`src/rtl/store_pack_buffer.sv`:
```
// store_pack_buffer
//   Store-path packer and write queue between the MEM stage and the data-side
//   AXI write master. Narrows 32-bit register data to byte/halfword/word
//   stores, replicates it across byte lanes and generates byte strobes. It
//   rejects misaligned stores by raising adesr and capturing badvaddr, and
//   queues aligned stores in a DEPTH-entry FIFO drained over valid/ready.
//
//   Optional feature (macro STORE_MERGE_EN): an aligned store whose word
//   address matches the tail entry is merged into that entry instead of
//   allocating a new one. With the macro undefined, every aligned store
//   allocates its own entry.
//
// Ports
//   clk, rst          clock; asynchronous active-high reset
//   flush             synchronous flush, highest priority
//   in_valid/in_ready store request handshake from the MEM stage
//   in_addr/in_data   byte address and register rt value
//   in_size           00 SB, 01 SH, 10 SW (11 behaves as SW)
//   adesr/badvaddr    one-cycle misaligned-store pulse, last bad address
//   out_valid/ready   head-entry handshake towards the bus master
//   out_addr/data/strb/size  head entry contents
//   empty, count      drain status used to order loads behind stores
module store_pack_buffer #(
  parameter int DEPTH = 4,
  parameter int CNT_W = 3
) (
  input  logic             clk,
  input  logic             rst,
  input  logic             flush,
  input  logic             in_valid,
  output logic             in_ready,
  input  logic [31:0]      in_addr,
  input  logic [31:0]      in_data,
  input  logic [1:0]       in_size,
  output logic             adesr,
  output logic [31:0]      badvaddr,
  output logic             out_valid,
  input  logic             out_ready,
  output logic [31:0]      out_addr,
  output logic [31:0]      out_data,
  output logic [3:0]       out_strb,
  output logic [1:0]       out_size,
  output logic             empty,
  output logic [CNT_W-1:0] count
);

  localparam int PTR_W = $clog2(DEPTH);

  function automatic logic is_misaligned(input logic [31:0] addr, input logic [1:0] size);
    logic bad;
    case (size)
      2'b00:   bad = 1'b0;
      2'b01:   bad = addr[0];
      default: bad = (addr[1:0] != 2'b00);
    endcase
    return bad;
  endfunction

  function automatic logic [31:0] pack_data(input logic [31:0] d, input logic [1:0] size);
    logic [31:0] r;
    case (size)
      2'b00:   r = {4{d[7:0]}};
      2'b01:   r = {2{d[15:0]}};
      default: r = d;
    endcase
    return r;
  endfunction

  function automatic logic [3:0] pack_strb(input logic [31:0] addr, input logic [1:0] size);
    logic [3:0] r;
    case (size)
      2'b00:   r = 4'b0001 << addr[1:0];
      2'b01:   r = addr[1] ? 4'b1100 : 4'b0011;
      default: r = 4'b1111;
    endcase
    return r;
  endfunction

  function automatic logic [1:0] pack_size(input logic [1:0] size);
    logic [1:0] r;
    case (size)
      2'b00:   r = 2'd0;
      2'b01:   r = 2'd1;
      default: r = 2'd2;
    endcase
    return r;
  endfunction

  // FIFO storage; not reset, outputs are masked while the FIFO is empty
  logic [31:0] mem_addr_q [DEPTH];
  logic [31:0] mem_data_q [DEPTH];
  logic [3:0]  mem_strb_q [DEPTH];
  logic [1:0]  mem_size_q [DEPTH];

  logic [PTR_W-1:0] head_q, head_d;
  logic [PTR_W-1:0] tail_q, tail_d;
  logic [CNT_W-1:0] count_q, count_d;
  logic             adesr_q, adesr_d;
  logic [31:0]      badvaddr_q, badvaddr_d;

  logic             full, is_empty, mis, pop, accept, push, merge, merge_hit, in_ready_c;
  logic [31:0]      new_data;
  logic [3:0]       new_strb;
  logic [1:0]       new_size;
  logic             wr_en;
  logic [PTR_W-1:0] wr_idx;
  logic [31:0]      ent_addr_d, ent_data_d;
  logic [3:0]       ent_strb_d;
  logic [1:0]       ent_size_d;
`ifdef STORE_MERGE_EN
  logic [PTR_W-1:0] tail_last;
`endif

  always_comb begin
    full     = (count_q == CNT_W'(DEPTH));
    is_empty = (count_q == '0);
    mis      = is_misaligned(in_addr, in_size);
    new_data = pack_data(in_data, in_size);
    new_strb = pack_strb(in_addr, in_size);
    new_size = pack_size(in_size);
    pop      = !is_empty && out_ready;

`ifdef STORE_MERGE_EN
    // Last written entry; it may not merge while it is leaving the FIFO.
    tail_last  = tail_q - PTR_W'(1);
    merge_hit  = !is_empty &&
                 (mem_addr_q[tail_last][31:2] == in_addr[31:2]) &&
                 !(pop && (count_q == CNT_W'(1)));
    // A merge needs no free slot, so it is accepted even when full.
    in_ready_c = !full || (in_valid && !mis && merge_hit);
`else
    merge_hit  = 1'b0;
    in_ready_c = !full;
`endif

    accept = in_valid && in_ready_c && !flush;
    push   = accept && !mis && !merge_hit;
    merge  = accept && !mis && merge_hit;

    wr_en      = push || merge;
    wr_idx     = tail_q;
    ent_addr_d = in_addr;
    ent_data_d = new_data;
    ent_strb_d = new_strb;
    ent_size_d = new_size;
`ifdef STORE_MERGE_EN
    if (merge) begin
      wr_idx     = tail_last;
      ent_addr_d = {mem_addr_q[tail_last][31:2], 2'b00};
      ent_strb_d = mem_strb_q[tail_last] | new_strb;
      ent_size_d = 2'd2;
      for (int b = 0; b < 4; b++) begin
        ent_data_d[8*b +: 8] = new_strb[b] ? new_data[8*b +: 8]
                                           : mem_data_q[tail_last][8*b +: 8];
      end
    end
`endif

    head_d     = head_q;
    tail_d     = tail_q;
    count_d    = count_q;
    adesr_d    = accept && mis;
    badvaddr_d = (accept && mis) ? in_addr : badvaddr_q;
    if (flush) begin
      head_d  = '0;
      tail_d  = '0;
      count_d = '0;
    end else begin
      if (pop)  head_d = head_q + PTR_W'(1);
      if (push) tail_d = tail_q + PTR_W'(1);
      case ({push, pop})
        2'b10:   count_d = count_q + CNT_W'(1);
        2'b01:   count_d = count_q - CNT_W'(1);
        default: count_d = count_q;
      endcase
    end
  end

  always_ff @(posedge clk or posedge rst) begin
    if (rst) begin
      head_q     <= '0;
      tail_q     <= '0;
      count_q    <= '0;
      adesr_q    <= 1'b0;
      badvaddr_q <= '0;
    end else begin
      head_q     <= head_d;
      tail_q     <= tail_d;
      count_q    <= count_d;
      adesr_q    <= adesr_d;
      badvaddr_q <= badvaddr_d;
    end
  end

  always_ff @(posedge clk) begin
    if (wr_en) begin
      mem_addr_q[wr_idx] <= ent_addr_d;
      mem_data_q[wr_idx] <= ent_data_d;
      mem_strb_q[wr_idx] <= ent_strb_d;
      mem_size_q[wr_idx] <= ent_size_d;
    end
  end

  assign in_ready  = in_ready_c;
  assign adesr     = adesr_q;
  assign badvaddr  = badvaddr_q;
  assign out_valid = !is_empty;
  assign out_addr  = is_empty ? '0 : mem_addr_q[head_q];
  assign out_data  = is_empty ? '0 : mem_data_q[head_q];
  assign out_strb  = is_empty ? '0 : mem_strb_q[head_q];
  assign out_size  = is_empty ? '0 : mem_size_q[head_q];
  assign empty     = is_empty;
  assign count     = count_q;

endmodule
```
`config.mk`:
```
export PLATFORM = sky130hd
export DESIGN_NAME = store_pack_buffer
export DESIGN_NICKNAME = d
export VERILOG_FILES = /design/src/rtl/store_pack_buffer.sv
export SDC_FILE = /design/constraint.sdc
export NUM_CORES = 1
export LEC_CHECK = 0
export CAP_MARGIN = 20
export CORE_AREA = 2 2 164 166
export CTS_CLUSTER_DIAMETER = 150
export DETAILED_ROUTE_END_ITERATION = 10
export DIE_AREA = 0 0 166 168
export PLACE_DENSITY = 0.75
export SKIP_LAST_GASP = 1
export SYNTH_ARGS = -nofsm -noshare
export SYNTH_HDL_FRONTEND = slang
export SYNTH_SLANG_ARGS = --single-unit
```
`constraint.sdc`:
```
create_clock -name clk -period 3 [get_ports clk]
set_clock_uncertainty 0.15 [all_clocks]
set_input_delay 0.75 -clock clk [delete_from_list [all_inputs] [get_ports clk]]
set_output_delay 0.75 -clock clk [all_outputs]
set_load 0.02 [all_outputs]
```
==> run summary <==
The run finished, with violations left. The checks that failed: setup timing. By count the netlist is led by sky130_fd_sc_hd__edfxtp_1, sky130_fd_sc_hd__and2_1, sky130_fd_sc_hd__mux4_2. The slowest stage of the critical path belongs to the cell sky130_fd_sc_hd__mux4_2. The number of ports placed on the die boundary came out at 180. The critical path is of the reg2out type. Buffers inserted to repair hold after CTS numbered 0. In the final routed layout, each cell accounts on average for 22.1 um. The count of yosys warnings during synthesis came out at 0. The post-synthesis instance total came out at 621. Per report_power, the combinational group accounts for 40.1% of the total.

The finished layout cell area came out at 16900 um^2. Of all cell types, the one taking the most synthesized area is sky130_fd_sc_hd__edfxtp_1. The post-synthesis to final-layout area growth came out at 33.4%. Summing every instance area after synthesis gives 12700 um^2.

The number of routed nets with antenna violations is 0. The maximum cell stage delay along the critical path came out at 0.48 ns. At the pin with the least slew margin, the transition time is 0.794 ns. The initial antenna violation count is 0. The row count came out at 60. The vias per cell is 5.44. The tool flagged a number of max-cap violations equal to 0. The initial utilization of the core area, before any placement, comes to 48.1%. Global routing consumed, on the met1 layer, 25.6% of the routing resources. Sorting the synthesized cells by area gives the leading types as sky130_fd_sc_hd__edfxtp_1, sky130_fd_sc_hd__mux4_2, sky130_fd_sc_hd__dfrtp_1.

The tightest hold margin came out at 0.334 ns. The count of buffers added on input and output ports is 179. The die width is 166 um. The count of unique library cells instantiated by Yosys is 30.

The power density relative to cell area is 929 nW/um^2. The final layout contains routed wiring with a total length of 27100 um. The layer flagged by global routing as most heavily used is met2.

The core area is 26400 um^2. The slack of the critical path came out at -0.120 ns. The clock tree root buffer cell is sky130_fd_sc_hd__clkbuf_16. The net total in the final layout came out at 937. Along the worst path, the maximum fanout reaches 7.

The signal on the critical path passes through buf_12, clkbuf_16, buf_6, mux4_2, and2_4, buf_6. The maximum vdd drop is 0.000604 V. Net switching is 29.5% of the power.

Broken down by cell family, the worst path's largest delay share belongs to buffers and inverters. The via count of the first global-routing pass is 7057. The first global-routing pass estimated 41500 um of wire.

The synthesized design contains 320 register bits. The static leakage came out at 5.93 nW. The met2 track demand over resource came out at 32.5%. The total power came out at 15.7 mW. Entering global routing, the biggest net connects 35 pins. The number of enable flip-flop cells after synthesis came out at 280.

The count of unresolved DRC violations after routing is 0. The number of placed instances with taps included is 1145. The normalized max-slew margin came out at 46.5%. The vertical extent of the die is 168 um. For the worst setup path, the data arrival time is 2.22 ns. The total nets after synthesis is 697.

Setup repair after global routing could not meet its margin everywhere. The number of buffers inserted during clock tree synthesis is 31. The count of vias placed by the detailed router is 6675. The tightest min-delay check is of the reg2reg type.

The HPWL after detailed placement is 16600 um. At the worst endpoint, the required time is 2.10 ns. The part of the power in registers is 33.9%.

The final setup violation count is 43. sky130_fd_sc_hd__edfxtp_1 is the most common cell in the netlist. The hold violation count in the final report came out at 0. STA classifies the critical path endpoint as an output port. The share of post-route cells with drive strength above 1 came out at 38.6%. The buffer levels on the longest clock path came out at 3. The H-tree depth reported by CTS is 1. Cell internal power was estimated by the tool at 11.1 mW. The congestion estimate from routability-driven global placement came to 0.729. The part of the cycle the worst path needs is 104%. The number of search-and-repair iterations in the first detailed-routing pass came out at 4. The top cell type's share of synthesized area is 66.4%. The clock group share of total power is 26.0%. For the worst-skew pair, the clock arrives at the later sink with an insertion delay of 0.54 ns. The net switching power is 4.63 mW. The sequential element share of the synthesized area came out at 74.3%. TritonCTS built the clock tree. The async set-reset flop share out of synthesis is 12.5%. In the synthesized netlist the dominant register cell turns out to be sky130_fd_sc_hd__edfxtp_1. The global-route congestion overflow total is 0. For this run, the top clock speed supported by timing is 0.320 GHz. The number of pins with negative max-slew slack in the final report is 0. The cell area after placement is 15300 um^2. STA classifies the critical path startpoint as a flop. The register clock-pin slew on the reported worst setup and hold paths is 0.06 ns. For met3 alone, demand over resource in global routing was 5.31%. The routed design could run at a clock period as short as 3.12 ns. Leaving out filler cells and counting taps, the final layout contains 1226. The most prevalent standard cell on the critical path is sky130_fd_sc_hd__buf_6.

The die footprint came out at 27900 um^2. The number of antenna diodes in the final layout is 0. Global routing consumed, over all layers together, 19.3% of the routing resources.

The number of buffers and inverters on the critical path came out at 4. The total number of clock tree sinks is 320. For this block, the initial DRC count from the detailed router was 415. The post-synthesis area per instance is 20.4 um^2.
[cells in the final DEF (no fill, tap or decap), types with 2 or more instances in the layout]
master,Yosys,layout
sky130_fd_sc_hd__buf_2,8,8
sky130_fd_sc_hd__buf_4,4,29
sky130_fd_sc_hd__buf_8,0,2
sky130_fd_sc_hd__mux2_2,20,20
sky130_fd_sc_hd__o21bai_1,4,4
sky130_fd_sc_hd__clkbuf_16,0,37
sky130_fd_sc_hd__buf_12,0,21
sky130_fd_sc_hd__mux4_2,70,70
sky130_fd_sc_hd__xor2_1,3,3
sky130_fd_sc_hd__inv_1,6,5
sky130_fd_sc_hd__nor2_1,9,9
sky130_fd_sc_hd__bufinv_16,0,4
sky130_fd_sc_hd__nand2_1,10,10
sky130_fd_sc_hd__buf_6,0,60
sky130_fd_sc_hd__o21ai_0,8,8
sky130_fd_sc_hd__and2_1,75,15
sky130_fd_sc_hd__mux2i_1,10,10
sky130_fd_sc_hd__clkinvlp_4,0,4
sky130_fd_sc_hd__mux2_1,31,31
sky130_fd_sc_hd__dfrtp_1,40,38
sky130_fd_sc_hd__clkbuf_8,0,6
sky130_fd_sc_hd__edfxtp_1,280,280
sky130_fd_sc_hd__clkbuf_2,0,6
sky130_fd_sc_hd__nand2b_1,3,3
sky130_fd_sc_hd__clkdlybuf4s50_1,0,107
sky130_fd_sc_hd__clkinv_2,0,4
sky130_fd_sc_hd__clkbuf_1,19,6
sky130_fd_sc_hd__and2_4,0,60
sky130_fd_sc_hd__dfrtp_4,0,2
sky130_fd_sc_hd__ha_1,4,4
sky130_fd_sc_hd__buf_16,0,2
sky130_fd_sc_hd__nor2b_1,4,4
[flip-flops by register name, summed over array words and instances (netlist names)]
register	flops
mem_addr_q	128
mem_strb_q	16
badvaddr	32
mem_data_q	128
mem_size_q	8
head_q	2
tail_q	2
count	3
adesr	1
[cell families after synthesis]
logic type / Yosys count / share of synthesized area, %
AOI/OAI and AO/OA: 16 / 0.869
adders and majority gates: 5 / 0.553
muxes: 131 / 17.8
DFF: 320 / 74.3
xor gates and xnor gates: 3 / 0.207
buffers and inverters: 40 / 1.38
and+or+nand+nor: 106 / 4.93
[routing by layer]
layer,routed length [um],vias to the layer above,part of all wire (%)
li1,-,2936,-
met1,11100,3465,41
met2,13500,245,50
met3,2150,29,7.9
met4,363,0,1.3
met5,0,-,0
[worst paths after layout]
| check | startpoint | slack, ns | cells past startpoint | endpoint |
|---|---|---|---|---|
| max | head_q[0] | -0.12 | 6 | out_addr[16] |
| min | badvaddr[3] | 0.33 | 1 | badvaddr[3] |
| max reg2reg | count[2] | 0.52 | 9 | count[2] |
| min reg2reg | badvaddr[3] | 0.33 | 1 | badvaddr[3] |
| max in group asynchronous | rst | 1.76 | 3 | badvaddr[9] |
| min in group asynchronous | rst | 0.46 | 2 | count[0] |
[final cells by class]
type	instances	area, um^2
clock buffer	45	931
clock inverter	12	170
fill	1807	9450
inverter	6	22.5
multi-input combinational	261	3250
sequential	320	9420
tap	341	427
timing repair buffer	241	2680
[power by group through the flow]
stage	registers [mW]	logic, mW	clock network (mW)
after floorplan	5.65	2.56	0
after CTS	5.33	5.26	4.15
after global placement	5.45	5.17	0
after detailed placement	5.46	5.18	0
final	5.33	6.29	4.08
after global routing	5.36	6.65	4.36
[stage by stage]
step / setup slack [ns] / TNS (ns) / util (%)
after floorplan: 0.0912 / 0 / -
after global placement: -0.116 / -0.159 / 58.0
after detailed placement: -0.129 / -0.217 / 58.0
after CTS: -0.255 / -11.01 / 62.5
after global routing: -0.184 / -6.31 / 64.1
final: -0.120 / -2.23 / 64.1
[repair_timing]
item	in CTS	in global routing
resized for setup	166	308
endpoints found under the setup margin	73	71
cloned	2	4
buffers inserted	7	11
pin swaps	1	36
Note: power is estimated with default switching activity, not from simulation.
